## config.mk

```make
export PLATFORM = sky130hd
export DESIGN_NAME = c4_stim_flat
export DESIGN_NICKNAME = d
export VERILOG_FILES = /design/src/rtl/c4_stim_if.sv /design/src/rtl/c4_stim.sv /design/src/flat_wrapper.sv
export SDC_FILE = /design/constraint.sdc
export NUM_CORES = 1
export LEC_CHECK = 0
export BUFFER_PORTS_ARGS = -buffer_cell sky130_fd_sc_hd__buf_2
export CORE_UTILIZATION = 56
export DETAILED_ROUTE_END_ITERATION = 8
export PLACE_DENSITY_LB_ADDON = 0.25
export SETUP_SLACK_MARGIN = 0.02
export SYNTH_ARGS = -nofsm -noshare
export SYNTH_HDL_FRONTEND = slang
export SYNTH_SLANG_ARGS = --single-unit
export TNS_END_PERCENT = 50
```

## constraint.sdc

```tcl
create_clock -name n_clk -period 2.98 [get_ports n_clk]
set_clock_uncertainty 0.05 [all_clocks]
set_input_delay 0.596 -clock n_clk [delete_from_list [all_inputs] [get_ports n_clk]]
set_output_delay 0.596 -clock n_clk [all_outputs]
set_load 0.005 [all_outputs]
```

## src/rtl/c4_stim_if.sv

```systemverilog
// Handshake/data bundle between a run controller and the c4_stim serial source.
interface c4_stim_if #(
  parameter int unsigned W  = 8,
  parameter int unsigned CW = $clog2(W + 1)
);
  logic          start;
  logic [W-1:0]  pat;
  logic [CW-1:0] len;
  logic          lfsr;
  logic          stop;
  logic          a;
  logic          busy;
  logic          done;

  modport master (output start, pat, len, lfsr, stop, input a, busy, done);
  modport slave  (input start, pat, len, lfsr, stop, output a, busy, done);
endinterface

```

## src/rtl/c4_stim.sv

```systemverilog
// Serial stimulus source for c4: plays a captured pattern (shift) or an LFSR
// sequence MSB first, one bit per falling edge of n_clk.
module c4_stim #(
  parameter int unsigned   W    = 8,
  parameter int unsigned   CW   = $clog2(W + 1),
  parameter logic [W-1:0]  TAPS = W'(8'hB8)
) (
  input  logic       n_clk,
  input  logic       rst,
  c4_stim_if.slave   bus
);

  typedef enum logic [1:0] {IDLE, RUN, DONE} state_t;

  state_t        state_q, state_d;
  logic [W-1:0]  sh_q, sh_d;
  logic [CW-1:0] cnt_q, cnt_d;
  logic          m_q, m_d;
  logic          a_q, a_d;
  logic          busy_q, busy_d;
  logic          done_q, done_d;

  logic [CW-1:0] eff_len;
  logic [W-1:0]  seed;
  logic [W-1:0]  sh_next;

  // Capture-time length clamp (shift mode only) and zero-seed substitution (LFSR mode only)
  always_comb begin
    eff_len = bus.len;
    if (!bus.lfsr && (bus.len > CW'(W))) eff_len = CW'(W);
    seed = bus.pat;
    if (bus.lfsr && (bus.pat == '0)) seed = W'(1);
  end

  // Next shift-register value for the captured mode
  always_comb begin
    if (m_q) sh_next = {sh_q[W-2:0], ^(sh_q & TAPS)};
    else     sh_next = {sh_q[W-2:0], 1'b0};
  end

  // Next-state and registered-output decode
  always_comb begin
    state_d = state_q;
    sh_d    = sh_q;
    cnt_d   = cnt_q;
    m_d     = m_q;
    a_d     = 1'b0;
    busy_d  = 1'b0;
    done_d  = 1'b0;
    case (state_q)
      IDLE: begin
        if (bus.start) begin
          sh_d = seed;
          m_d  = bus.lfsr;
          if (eff_len == '0) begin
            cnt_d   = '0;
            state_d = DONE;
            done_d  = 1'b1;
          end else begin
            cnt_d   = eff_len - CW'(1);
            state_d = RUN;
            a_d     = seed[W-1];
            busy_d  = 1'b1;
          end
        end
      end
      RUN: begin
        if (bus.stop) begin
          state_d = IDLE;
        end else if (cnt_q == '0) begin
          state_d = DONE;
          done_d  = 1'b1;
        end else begin
          sh_d    = sh_next;
          cnt_d   = cnt_q - CW'(1);
          a_d     = sh_next[W-1];
          busy_d  = 1'b1;
        end
      end
      DONE: begin
        state_d = IDLE;
      end
      default: begin
        state_d = IDLE;
      end
    endcase
  end

  // State and output registers on the falling edge, async reset
  always_ff @(negedge n_clk or posedge rst) begin
    if (rst) begin
      state_q <= IDLE;
      sh_q    <= '0;
      cnt_q   <= '0;
      m_q     <= 1'b0;
      a_q     <= 1'b0;
      busy_q  <= 1'b0;
      done_q  <= 1'b0;
    end else begin
      state_q <= state_d;
      sh_q    <= sh_d;
      cnt_q   <= cnt_d;
      m_q     <= m_d;
      a_q     <= a_d;
      busy_q  <= busy_d;
      done_q  <= done_d;
    end
  end

  assign bus.a    = a_q;
  assign bus.busy = busy_q;
  assign bus.done = done_q;

endmodule

```

## src/flat_wrapper.sv

```systemverilog
// flat-port wrapper written by rule: the top's interface ports become plain ports
module c4_stim_flat 
#(
  parameter int unsigned   W    = 8,
  parameter int unsigned   CW   = $clog2(W + 1),
  parameter logic [W-1:0]  TAPS = W'(8'hB8)
)
  (n_clk, rst, bus_start, bus_pat, bus_len, bus_lfsr, bus_stop, bus_a, bus_busy, bus_done);
  c4_stim_if #(.W(W), .CW(CW)) bus_i ();
  input  logic n_clk;
  input  logic rst;
  input wire logic [$bits(bus_i.start)-1:0] bus_start;
  input wire logic [$bits(bus_i.pat)-1:0] bus_pat;
  input wire logic [$bits(bus_i.len)-1:0] bus_len;
  input wire logic [$bits(bus_i.lfsr)-1:0] bus_lfsr;
  input wire logic [$bits(bus_i.stop)-1:0] bus_stop;
  output wire logic [$bits(bus_i.a)-1:0] bus_a;
  output wire logic [$bits(bus_i.busy)-1:0] bus_busy;
  output wire logic [$bits(bus_i.done)-1:0] bus_done;
  assign bus_i.start = bus_start;
  assign bus_i.pat = bus_pat;
  assign bus_i.len = bus_len;
  assign bus_i.lfsr = bus_lfsr;
  assign bus_i.stop = bus_stop;
  assign bus_a = bus_i.a;
  assign bus_busy = bus_i.busy;
  assign bus_done = bus_i.done;
  c4_stim #(.W(W), .CW(CW), .TAPS(TAPS)) u_core (.n_clk(n_clk), .rst(rst), .bus(bus_i));
endmodule
```

==> impl_metrics.csv <==
group,metric,value,unit
final_layout,layoutNonFillerInstCount,149,
route,wl_per_cell,14.7,um
clock_network,path_clk_slew,0.07,ns
die,design.core.area,0.00156,mm2
power,p_leak,0.597,nW
setup_path,crit_slowest_cell,"dfrtn_1",
timing,setup_viol,0,
global_routing,gr-total-overflow,0,
global_routing,grt_max_degree,24,
die,dieArea,0.00192,mm2
setup_path,crit_chain,"buf_2",
synthesis,syn_area,977,um2
synthesis,synth_cell_type_count,33,
synthesis,synthCells,102,
global_routing,grt_pass1_wl,3550,um
route,via_count,894,
die,row_count,14,
power,power,1.04,mW
setup_path,critPathRequiredTime,2.33,ns
placed_design,port_buffers,19,
clock_network,insertion_delay,0.30,ns
synthesis,yosysWarnings,0,
global_routing,met2_usage,41.8,%
synthesis,syn_nets,120,
route,routed_via_density,6.00,
global_routing,use_met1,33.0,%
clock_network,clockBufferDepth,2,
final_layout,multi_input_area,508,um2
clock_network,cts_tree,"done",
timing,timing.hold.ws,0.396,ns
power,peakVddDrop,520,uV
final_layout,final_util,77.5,%
clock_network,cts_max_level,1,
timing,tightest_slew,0.745,ns
worst_hold_path,worstHoldPathType,"reg -> reg",
final_layout,drive_above_1_share,32.3,%
setup_path,end_kind,"output pin",
placed_design,place_congestion,0.770,
setup_path,path_class,"reg -> out",
clock_network,cts.root.buffer_cell,"clkbuf_4",
final_layout,nFillCells,115,
final_layout,ff_latch_area,450,um2
global_routing,grt.total_usage,25.7,%
global_routing,grt_util_met3,5.00,%
die,io_pins,20,
setup_path,cp-start-kind,"register",
run,drv_cap,0,
setup_path,critical_path.top_delay_family,"flip-flops",
final_layout,syn_to_final_growth,23.7,%
die,start_util,62.7,%
route,drc,3,
clock_network,numCtsBuffers,3,
route,first_iter_violations,29,
route,first_pass_iters,7,
route,ant_nets,0,
die,dieWidth,43.8,um
global_routing,antenna_found_initial,0,
final_layout,nets,153,
status,violations,"design-rule violations",
synthesis,syn-mean-instance-area,9.58,um2
route,wl,2190,um
placed_design,place_hpwl,1490,um
timing,slew_headroom,50.2,%
timing,hold_violations,0,
placed_design,placed_cells,144,
global_routing,grt_pass1_vias,814,
timing,rsz0062_at_grt,"yes",
synthesis,ys_seq_elements,18,
synthesis,seq_area_frac_synth,46.1,%
final_layout,diodes,0,
clock_network,clock_sinks,18,
status,status,"complete, but fails checks",
die,die_y,43.8,um
timing,report.final.slew_viol_count,0,
global_routing,grt_busiest_layer,"met2",
setup_path,path_buf_inv,1,
setup_path,cp.arrival,2.30,ns
setup_path,crit_fanout,1,
power,pwr_density_cell,860,mW/mm2
setup_path,cpPeakStageDelay,0.40,ns
## worst register-to-register path, delay by kind of cell, from the launching register on
| family | cells | cell delay, ns |
|---|---|---|
| compound gates | 2 | 0.55 |
| flops | 1 | 0.38 |
| fa+ha+maj | 1 | 0.18 |
| simple gates | 2 | 0.61 |
| buf+inv | 1 | 0.07 |
## synth_stat cells (all sizes together)
library cell	n	area [um2]
dfrtn	18	450
nand2	16	60.1
o21ai	15	75.1
mux2i	7	70.1
nor2	5	18.8
buf	4	26.3
inv	4	15.0
nor3	3	15.0
nor3b	3	22.5
a211oi	2	15.0
a21o	2	15.0
a21oi	2	10.0
o31ai	2	20.0
xnor2	2	17.5
a221o	1	10.0
a31oi	1	6.26
a32o	1	10.0
clkbuf	1	3.75
ha	1	12.5
nand2b	1	6.26
nor2b	1	6.26
nor4	1	6.26
nor4b	1	8.76
o21a	1	7.51
o22a	1	8.76
o311ai	1	8.76
o31a	1	17.5
or3	1	6.26
or3b	1	11.3
or4	1	7.51
xor2	1	8.76
## sequential cells by signal (all words and copies together) (netlist names)
| signal | flops |
|---|---|
| u_core.sh_q | 8 |
| u_core.cnt_q | 4 |
| u_core.state_q | 2 |
| u_core.bus.a | 1 |
| u_core.bus.busy | 1 |
| u_core.bus.done | 1 |
| u_core.m_q | 1 |
## per-layer routing
layer / vias to the layer above / share of wire (%)
li1: 429 / -
met1: 415 / 42
met2: 42 / 48
met3: 8 / 7.5
met4: 0 / 2.3
met5: - / 0
## cell type report
cell class / count / share of cell area (%)
clock buffer: 3 / 1.86
inverter: 4 / 1.24
multi-input combinational: 76 / 42.0
sequential: 18 / 37.3
tap: 16 / 1.66
timing repair buffer: 32 / 15.9
## kinds of logic after synthesis
kind of cell	count (synthesis)	share of synthesized area, %
and+or+nand+nor	34	17.3
AOI/OAI and AO/OA	30	20.9
DFF	18	46.1
buffers and inverters	9	4.61
muxes	7	7.17
xor gates and xnor gates	3	2.69
adders and majority gates	1	1.28
## path summary, 6_finish.rpt
kind / end / slack (ns) / from / cells past startpoint
max: bus_a / 0.04 / u_core.bus.a / 1
min: u_core.m_q / 0.40 / u_core.m_q / 2
max reg2reg: u_core.cnt_q[2] / 1.00 / u_core.cnt_q[1] / 6
min reg2reg: u_core.m_q / 0.40 / u_core.m_q / 2
max in group asynchronous: u_core.sh_q[1] / 1.03 / rst / 3
min in group asynchronous: u_core.sh_q[7] / 1.62 / rst / 3
## cell usage in the layout, fill, tap and decap left out, drive strengths merged, types with 3 or more instances in the layout
cell type	synthesis	layout
nor3	3	3
inv	4	4
mux2i	7	7
nand2	16	16
clkbuf	1	3
nor2	5	5
nor3b	3	3
dfrtn	18	18
buf	4	32
o21ai	15	15
## metrics by stage
| stage | TNS [ns] | area (um2) | worst slack, ns |
|---|---|---|---|
| after floorplan | -1.28 | 986 | -0.165 |
| after CTS | 0 | 1180 | 0.0272 |
| after global routing | 0 | 1210 | 0.0101 |
| after global placement | -3.19 | 1150 | -0.298 |
| final | 0 | 1210 | 0.0380 |
| after detailed placement | -3.62 | 1150 | -0.321 |
## power by group
part | internal, mW | switching, mW | leakage, nW | total [mW]
Clock | 0.0472 | 0.0776 | 0.0138 | 0.125
Sequential | 0.356 | 0.0742 | 0.225 | 0.430
Combinational | 0.233 | 0.251 | 0.358 | 0.484
Total | 0.637 | 0.403 | 0.597 | 1.04
## what timing repair did
action | in CTS | in global routing
gates resized for setup | 1 | 3
endpoints found under the setup margin | 1 | 3
setup buffers | 0 | 1
gates cloned | 0 | 1
endpoints found under the hold margin | 0 | 0
hold buffers | 0 | 0
pin swaps | 0 | 1
No activity file was read; power rests on OpenSTA's default activity.
